File: config.mk
export PLATFORM = sky130hd
export DESIGN_NAME = bus_master_port
export DESIGN_NICKNAME = d
export VERILOG_FILES = /design/src/rtl/bus_master_port.sv
export SDC_FILE = /design/constraint.sdc
export NUM_CORES = 1
export LEC_CHECK = 0
export CAP_MARGIN = 10
export CORE_ASPECT_RATIO = 0.9
export CORE_MARGIN = 1
export CORE_UTILIZATION = 40
export DETAILED_ROUTE_END_ITERATION = 8
export HOLD_SLACK_MARGIN = 0.03
export PLACE_DENSITY = 0.64
export SLEW_MARGIN = 20
export SYNTH_ARGS = -nofsm -noshare
export SYNTH_HDL_FRONTEND = slang
export SYNTH_SLANG_ARGS = --single-unit
File: constraint.sdc
create_clock -name clk -period 3.3 [get_ports clk]
set_input_delay 0.33 -clock clk [delete_from_list [all_inputs] [get_ports clk]]
set_output_delay 0.33 -clock clk [all_outputs]
set_load 0.02 [all_outputs]
File: src/rtl/bus_master_port.sv
// bus_master_port
// Master-side endpoint for a shared bus arbitrated per master. Local words are
// buffered in a circular FIFO; while data waits the port requests the bus, and
// on grant it streams up to MAX_BURST words, then pulses a one-cycle release
// (ack) so the arbiter can re-arbitrate.
//
// Ports:
//   clk           in   rising-edge clock
//   reset         in   asynchronous, active-high reset
//   i_wr_valid    in   local producer presents i_wr_data
//   i_wr_data     in   word to enqueue
//   o_wr_ready    out  FIFO can accept a word this cycle
//   i_bus_grant   in   this master's grant bit from the arbiter
//   i_bus_wait    in   target stall; current beat not consumed
//   o_bus_req     out  request to the arbiter (REQ and XFER)
//   o_bus_ack     out  one-cycle tenure release (REL)
//   o_bus_valid   out  o_bus_data carries a valid beat (XFER)
//   o_bus_data    out  FIFO head while o_bus_valid, else zero
//   o_err         out  sticky; grant lost mid-burst
module bus_master_port #(
    parameter int DATA_W     = 8,
    parameter int FIFO_DEPTH = 8,
    parameter int MAX_BURST  = 4
) (
    input  logic              clk,
    input  logic              reset,
    input  logic              i_wr_valid,
    input  logic [DATA_W-1:0] i_wr_data,
    output logic              o_wr_ready,
    input  logic              i_bus_grant,
    input  logic              i_bus_wait,
    output logic              o_bus_req,
    output logic              o_bus_ack,
    output logic              o_bus_valid,
    output logic [DATA_W-1:0] o_bus_data,
    output logic              o_err
);

    localparam int PTR_W  = $clog2(FIFO_DEPTH);
    localparam int CNT_W  = $clog2(FIFO_DEPTH + 1);
    localparam int BEAT_W = $clog2(MAX_BURST + 1);

    localparam logic [1:0] IDLE = 2'd0;
    localparam logic [1:0] REQ  = 2'd1;
    localparam logic [1:0] XFER = 2'd2;
    localparam logic [1:0] REL  = 2'd3;

    logic [DATA_W-1:0] r_mem [FIFO_DEPTH];
    logic [PTR_W-1:0]  r_wr_ptr;
    logic [PTR_W-1:0]  r_rd_ptr;
    logic [CNT_W-1:0]  r_count;
    logic [1:0]        r_state;
    logic [BEAT_W-1:0] r_beats;
    logic              r_err;

    logic [1:0]        w_state_nxt;
    logic [BEAT_W-1:0] w_beats_nxt;
    logic [BEAT_W-1:0] w_burst_len;
    logic              w_err_set;
    logic              w_bus_valid;
    logic              w_push;
    logic              w_pop;

    // Moore output decode and FIFO handshake terms.
    always_comb begin
        w_bus_valid = (r_state == XFER);
        // A beat is consumed only while the grant is still held; on grant loss
        // the presented word stays in the FIFO for the next tenure.
        w_pop       = w_bus_valid && i_bus_grant && !i_bus_wait;
        o_wr_ready  = (r_count != CNT_W'(FIFO_DEPTH)) || w_pop;
        w_push      = i_wr_valid && o_wr_ready;
        o_bus_req   = (r_state == REQ) || (r_state == XFER);
        o_bus_ack   = (r_state == REL);
        o_bus_valid = w_bus_valid;
        o_err       = r_err;
        if (w_bus_valid) begin
            o_bus_data = r_mem[r_rd_ptr];
        end else begin
            o_bus_data = {DATA_W{1'b0}};
        end
    end

    // Burst length latched at grant: whatever is queued, capped at MAX_BURST.
    // Words pushed later are not part of this tenure.
    always_comb begin
        if (r_count > CNT_W'(MAX_BURST)) begin
            w_burst_len = BEAT_W'(MAX_BURST);
        end else begin
            w_burst_len = BEAT_W'(r_count);
        end
    end

    // Next-state logic for the request/transfer/release sequence.
    always_comb begin
        w_state_nxt = r_state;
        w_beats_nxt = r_beats;
        w_err_set   = 1'b0;
        case (r_state)
            IDLE: begin
                if (r_count != {CNT_W{1'b0}}) begin
                    w_state_nxt = REQ;
                end else begin
                    w_state_nxt = IDLE;
                end
            end
            REQ: begin
                if (i_bus_grant) begin
                    w_state_nxt = XFER;
                    w_beats_nxt = w_burst_len;
                end else begin
                    w_state_nxt = REQ;
                end
            end
            XFER: begin
                if (!i_bus_grant) begin
                    // Protocol violation: abandon the tenure without an ack.
                    w_state_nxt = IDLE;
                    w_err_set   = 1'b1;
                end else if (!i_bus_wait) begin
                    w_beats_nxt = r_beats - BEAT_W'(1);
                    if (r_beats == BEAT_W'(1)) begin
                        w_state_nxt = REL;
                    end else begin
                        w_state_nxt = XFER;
                    end
                end else begin
                    w_state_nxt = XFER;
                end
            end
            REL: begin
                w_state_nxt = IDLE;
            end
            default: begin
                w_state_nxt = IDLE;
            end
        endcase
    end

    // FSM state, beat counter and sticky error.
    always_ff @(posedge clk or posedge reset) begin
        if (reset) begin
            r_state <= IDLE;
            r_beats <= {BEAT_W{1'b0}};
            r_err   <= 1'b0;
        end else begin
            r_state <= w_state_nxt;
            r_beats <= w_beats_nxt;
            if (w_err_set) begin
                r_err <= 1'b1;
            end
        end
    end

    // FIFO pointers and occupancy; reset discards any queued words.
    always_ff @(posedge clk or posedge reset) begin
        if (reset) begin
            r_wr_ptr <= {PTR_W{1'b0}};
            r_rd_ptr <= {PTR_W{1'b0}};
            r_count  <= {CNT_W{1'b0}};
        end else begin
            if (w_push) begin
                r_wr_ptr <= r_wr_ptr + PTR_W'(1);
            end
            if (w_pop) begin
                r_rd_ptr <= r_rd_ptr + PTR_W'(1);
            end
            case ({w_push, w_pop})
                2'b10:   r_count <= r_count + CNT_W'(1);
                2'b01:   r_count <= r_count - CNT_W'(1);
                default: r_count <= r_count;
            endcase
        end
    end

    // FIFO storage; contents are meaningless until written.
    always_ff @(posedge clk) begin
        if (w_push) begin
            r_mem[r_wr_ptr] <= i_wr_data;
        end
    end

endmodule

==> qor.csv, run 1 <==
stage,metric,value,unit
worst_setup_path,startpoint types,flop,
power,Power Density,764.5,mW/mm²
clock_network,Clock Latency Late Sink,340,ps
status,run status,"finished, final reports clean",
cells_and_area,area of the multi-input gates,0.001097,mm²
clock_network,clock slew at reported path FFs,80,ps
placement,RePlAce Congestion,0.7724,
timing,Final period util,84.29,%
clock_network,maximum root-to-sink buffer count,2,
cells_and_area,Area Overhead vs Synth,18.81,%
die,Boundary Pins,26,
routing,initial DRC count,77,
clock_network,CTS sink cnt,80,
timing,Worst slew margin,56.91,%
cells_and_area,fillers,731,
cells_and_area,Sequential cell area,0.002322,mm²
placement,post-placement setup slack,723.2,ps
cells_and_area,layout cells sized above 1,21.24,%
routing,via count,1913,
routing,routed wire length,6228,µm
cells_and_area,Final Cell Area,0.004173,mm²
die,die height,90.90,µm
synth,Post-Synthesis Cells,213,
run,max_cap viols,0,
power,Lkg Pwr,1.478,nW
placement,hpwl dp,4108,µm
routing,mean routed wirelength per cell,16.48,µm
synth,fraction of registers with async set/reset,20.00,%
timing,Setup Viol. Count Final,0,
power,Comb pwr share,31.5,%
placement,placed inst area,0.003976,mm²
power,Psw,1.017,mW
routing,vias per cell,5.061,
timing,fin crit period,2782,ps
power,clock share of power,22.2,%
global_routing,initial antenna violation count,0,
worst_hold_path,Hold WC Path Type,in -> async,
worst_setup_path,crit-path cells,inv_1 -> ha_1 -> buf_4 -> and3b_1 -> nor2_1 -> inv_1 -> clkdlybuf4s50_1,
power,Internal,2.173,mW
worst_setup_path,crit path max fanout,10,
synth,YS warnings,0,
power,switching share of power,31.87,%
clock_network,PostCTS Resize Cnt,0,
cells_and_area,antenna cells,0,
worst_setup_path,Worst setup EP type,output port,
timing,RSZ-0062 raised after global routing,false,
power,Peak VDD IR,0.2202,mV
timing,Final Hold Slack,375.3,ps
cells_and_area,"Net count, final",276,
global_routing,first-pass GRT wire length,10050,µm
routing,Pre-antenna DRT Iters,4,
routing,post-route ant nets,0,
routing,Max Used Layer,met4,
worst_setup_path,Setup CP Type,reg -> out,
synth,Post-Syn Area per Cell,16.49,µm²
global_routing,grt ovf,0,
timing,fmax,359.5,MHz
routing,# DRC,0,
timing,Final WS setup,518.3,ps
die,Core Box Area,0.008528,mm²
synth,Post-synth EDFFs,64,
timing,Clock Skew,7.982,ps
global_routing,largest net degree at the start of global routing,19,
synth,post-synth cell types,50,
synth,sequential-to-total area share from yosys stat,66.12,%
routing,wire length on met2,2946,µm
timing,Tightest Pin Transition,645.6,ps
global_routing,vias in the first global route,1936,
worst_setup_path,"delay-heaviest family, CP",buffers and inverters,
die,FP Rows,32,
clock_network,postcts setup bufs,0,
power,Sequential Power Share,46.3,%
synth,prevailing post-synth register cell,edfxtp_1,
placement,I/O Buffers,25,
clock_network,total CTS buffers,9,
clock_network,CTS tree,built,
synth,Post-Syn Area,0.003512,mm²
die,die width,100.8,µm
worst_setup_path,WP data required,2970,ps
global_routing,Total GRT Usage,15.08,%
timing,final setup TNS,0,ps
worst_setup_path,Worst EP arrival,2450,ps
synth,#FFs+latches synth,80,
timing,Max Slew Vio Count,0,
synth,syn nets,235,
routing,met3 WL post-DR,325,µm
worst_setup_path,worst path bufs/invs,4,
worst_setup_path,delay of the slowest cell on the worst path,550,ps
timing,Fin. Hold Viols,0,
clock_network,H-tree depth,3,
worst_setup_path,"Max stage delay cell, worst path",clkdlybuf4s50_1,
worst_setup_path,CP dominant cell by count,inv_1,
clock_network,root buffer cell,clkbuf_8,
cells_and_area,Util after Layout,48.93,%
routing,met1 wire length,2902,µm
clock_network,Post-CTS Hold Buffers,0,
die,die footprint,0.009159,mm²
die,Initial Util,41.18,%
synthesized netlist by cell type, types with 2 or more instances:
cell type  instances  share of area [%]
edfxtp_1          64                 55
nor4_1             4               0.71
buf_2              4               0.57
nand2_1            6               0.64
mux2i_1            8                2.3
mux4_2            16                 10
nor2b_1            3               0.53
inv_1             10                1.1
ha_1               9                3.2
nor3_1             7                1.0
nor2_1            14                1.5
nand3_1            3               0.43
xnor2_1            6                1.5
clkbuf_1           3               0.32
buf_4              4               0.86
dfrtp_1           16                 11
a31oi_1            2               0.36
or3_1              2               0.36
cell families (layout without fill, tap and decap cells):
group,after synthesis,after routing,share of synthesized area (%)
compound gates,18,18,4.168
mux,26,26,13.18
fa+ha+maj,9,9,3.206
flops,80,80,66.12
simple gates,52,52,8.764
buf+inv,21,67,2.815
xor+xnor,7,7,1.746
state kept, by name, summed over array words and instances, names as in the netlist:
| register | flops |
|---|---|
| o_err | 1 |
| r_beats | 3 |
| r_count | 4 |
| r_mem | 64 |
| r_rd_ptr | 3 |
| r_state | 2 |
| r_wr_ptr | 3 |
metal layers:
metal,vias to the layer above,global-route usage (%)
met1,953,21.19
met5,-,0
met4,0,5.918
met2,41,22.95
met3,4,3.173
li1,915,-
power groups by stage:
| stage | clock (mW) | sequential, mW | combinational (mW) |
|---|---|---|---|
| floorplan | 0 | 1.42 | 0.772 |
| global placement | 0 | 1.49 | 0.999 |
| detailed placement | 0 | 1.50 | 1.02 |
| CTS | 0.722 | 1.48 | 1.02 |
| global route | 0.761 | 1.50 | 1.11 |
| finish | 0.708 | 1.48 | 1.00 |
path summary, 6_finish.rpt:
| kind | slack [ps] | depth (start not counted) | to | start |
|---|---|---|---|---|
| worst max-delay path | 520 | 7 | o_wr_ready | r_state[0] |
| worst min-delay path | 380 | 2 | r_rd_ptr[1] | reset |
| worst max register to register | 740 | 7 | r_count[2] | r_state[0] |
| worst min register to register | 460 | 1 | o_err | o_err |
| max in group asynchronous | 2510 | 2 | r_rd_ptr[0] | reset |
| min in group clk | 460 | 1 | o_err | o_err |
per-stage QoR:
| stage | cells | power [mW] |
|---|---|---|
| floorplan | 213 | 2.192 |
| global placement | 362 | 2.490 |
| detailed placement | 362 | 2.516 |
| CTS | 378 | 3.222 |
| global route | 378 | 3.372 |
| finish | 378 | 3.190 |
layout by cell type (no fill, tap or decap), types with 2 or more instances in the layout:
cell,count
xnor2_1,6
nor4_1,3
nor2_1,14
clkinv_4,2
a31oi_1,2
inv_1,10
nand3_1,3
nor3_1,7
ha_1,9
clkinv_2,2
or3_1,2
mux2i_1,8
nand2_1,6
clkdlybuf4s50_1,25
clkbuf_8,9
buf_4,16
mux4_2,16
edfxtp_1,64
dfrtp_1,16
nor2b_1,3
layout make-up:
class | instances | area share (%)
clock buffers | 10 | 3.058
flip-flops and latches | 80 | 55.65
repair buffers | 41 | 8.876
multi-input cells | 112 | 26.30
well taps | 119 | 3.568
clock inverters | 6 | 1.649
inverters | 10 | 0.8996
No activity file was read; power rests on OpenSTA's default activity.
==> run 2: changes to the inputs <==
Settings changed: PLACE_DENSITY 0.64 to 0.66.
Clock period 3.3 ns to 2.5 ns, I/O delays scaled along.
==> run 2 against run 1 <==
  * Clock power increased by 32%
  * Via count rose by 1.8%
  * Final area increased by 1.3%
  * Die area unchanged
  * Register-to-register slack worse by 550 ps
  * Combinational power grew 40%
  * Non-clock buffer count grew 2
  * Highest routed layer unchanged
==> qor.csv, run 2 (same netlist as run 1, synthesis figures left out) <==
stage,metric,value,unit,change
status,run status,"finished, final reports clean",,
worst_setup_path,Setup CP Type,reg -> reg,,
timing,fin crit period,2311,ps,
clock_network,postcts setup bufs,0,,unchanged
placement,RePlAce Congestion,0.7941,,+2.8%
global_routing,initial antenna violation count,0,,unchanged
routing,mean routed wirelength per cell,16.59,µm,+0.70%
clock_network,Post-CTS Hold Buffers,0,,unchanged
timing,Worst slew margin,57.77,%,+0.86 points
global_routing,vias in the first global route,1932,,-0.21%
worst_setup_path,crit path max fanout,5,,-5
placement,placed inst area,0.004013,mm²,+0.91%
power,Peak VDD IR,0.4036,mV,+83%
die,die height,90.90,µm,unchanged
worst_hold_path,Hold WC Path Type,in -> async,,
die,die footprint,0.009159,mm²,unchanged
worst_setup_path,Worst EP arrival,2540,ps,+90 ps
power,overall power,4.246,mW,+33%
worst_setup_path,startpoint types,flop,,
global_routing,Total GRT Usage,15.03,%,-0.050 points
timing,Max Slew Vio Count,0,,unchanged
global_routing,busiest grt layer,met2,,
cells_and_area,Final Cell Area,0.004229,mm²,+1.3%
die,die width,100.8,µm,unchanged
die,FP Rows,32,,unchanged
placement,placed cells,364,,+0.55%
routing,post-route ant nets,0,,unchanged
timing,Tightest Pin Transition,632.7,ps,-12.86 ps
clock_network,total CTS buffers,9,,unchanged
placement,I/O Buffers,25,,unchanged
cells_and_area,largest registers,"r_mem (64), r_count (4)",,
cells_and_area,Reg with most FFs,r_mem,,
run,max_cap viols,0,,unchanged
routing,# DRC,0,,unchanged
cells_and_area,max reg flops,64,,unchanged
routing,routed wire length,6305,µm,+1.2%
routing,vias per cell,5.126,,+1.3%
clock_network,maximum root-to-sink buffer count,2,,unchanged
die,Initial Util,41.18,%,unchanged
global_routing,met3 Use GR,4.025,%,+0.85 points
worst_setup_path,Worst setup EP type,flop,,
cells_and_area,"most common cell after layout, fill and taps aside",edfxtp_1,,
routing,initial DRC count,70,,-9.1%
placement,post-placement setup slack,106.4,ps,-616.8 ps
cells_and_area,Util after Layout,49.59,%,+0.66 points
cells_and_area,Area Overhead vs Synth,20.41,%,
worst_setup_path,WP data required,2730,ps,-240 ps
cells_and_area,antenna cells,0,,unchanged
timing,Final Hold Slack,278.1,ps,-97.17 ps
placement,hpwl dp,3939,µm,-4.1%
routing,Pre-antenna DRT Iters,4,,unchanged
timing,RSZ-0062 raised after global routing,false,,
clock_network,clock slew at reported path FFs,80,ps,about the same
global_routing,grt ovf,0,,unchanged
timing,Final period util,92.43,%,
timing,Fin. Hold Viols,0,,unchanged
timing,Clock Skew,7.945,ps,-0.03650 ps
clock_network,H-tree depth,3,,unchanged
clock_network,CTS tree,built,,
clock_network,Clock Latency Late Sink,340,ps,about the same
routing,via count,1948,,+1.8%
global_routing,met1 usage,19.78,%,-1.4 points
die,Boundary Pins,26,,unchanged
clock_network,CTS sink cnt,80,,unchanged
clock_network,PostCTS Resize Cnt,1,,+1
power,Lkg Pwr,1.613,nW,+9.1%
timing,Final WS setup,189.3,ps,-329.0 ps
cells_and_area,"Net count, final",278,,+0.72%
global_routing,largest net degree at the start of global routing,19,,unchanged
timing,fmax,432.8,MHz,
power,Power Density,1004,mW/mm²,+31%
die,Core Box Area,0.008528,mm²,unchanged
clock_network,root buffer cell,clkbuf_8,,
timing,Setup Viol. Count Final,0,,unchanged
cells_and_area,most frequent cells in the layout,"edfxtp_1 (64), buf_4 (17), mux4_2 (16), clkdlybuf4s50_1 (16), dfrtp_1 (16)",,
cells_and_area,non-filler instance count after layout,380,,+0.53%
timing,final setup TNS,0,ps,unchanged
global_routing,GRT met2 Usage,23.92,%,+0.97 points
global_routing,first-pass GRT wire length,9915,µm,-1.3%
cells_and_area,layout cells sized above 1,22.61,%,+1.4 points
-- run 2: cell types whose count changed in the layout (fill, tap and decap cells not counted), sizes merged --
cell / delta
inv: +1
dlymetal6s2s: +8
buf: +2
clkinvlp: +1
clkdlybuf4s50: -9
dlygate4sd2: +1
clkinv: -2
-- run 2: layer usage --
layer | up-vias | part of all wire, %
met5 | - | 0
met1 | 986 | 45
met3 | 5 | 4.0
li1 | 920 | -
met2 | 37 | 50
met4 | 0 | 0.90
-- run 2: layout make-up --
| cell class | instances | area (µm²) |
|---|---|---|
| Fill cell | 735 | 4299 |
| Clock inverter | 6 | 67.56 |
| Timing Repair Buffer | 43 | 416.7 |
| Tap cell | 119 | 148.9 |
| Clock buffer | 10 | 127.6 |
| Inverter | 10 | 37.54 |
| Multi-Input combinational cell | 112 | 1109 |
| Sequential cell | 80 | 2322 |
-- run 2: worst paths after layout --
path | startpoint | endpoint | slack, ps | cells past startpoint
worst max-delay path | r_state[0] | r_count[2] | 190 | 7
worst min register to register | o_err | o_err | 470 | 1
worst min-delay path | reset | o_err | 280 | 2
worst max register to register | r_state[0] | r_count[2] | 190 | 7
max in group asynchronous | reset | r_rd_ptr[1] | 1810 | 2
min in group clk | o_err | o_err | 470 | 1
-- run 2: worst max-delay path: stages, from the launching register on --
cell	delay, ps
dfrtp_1	410
inv_1	90
ha_2	230
nor4bb_2	310
xnor2_1	110
ha_1	220
or4_1	480
a311o_1	360
-- run 2: power breakdown --
part	internal [mW]	total, mW	switching, mW
registers	1.72	1.90	0.187
clock network	0.467	0.938	0.471
logic	0.713	1.40	0.690
total	2.90	4.25	1.35
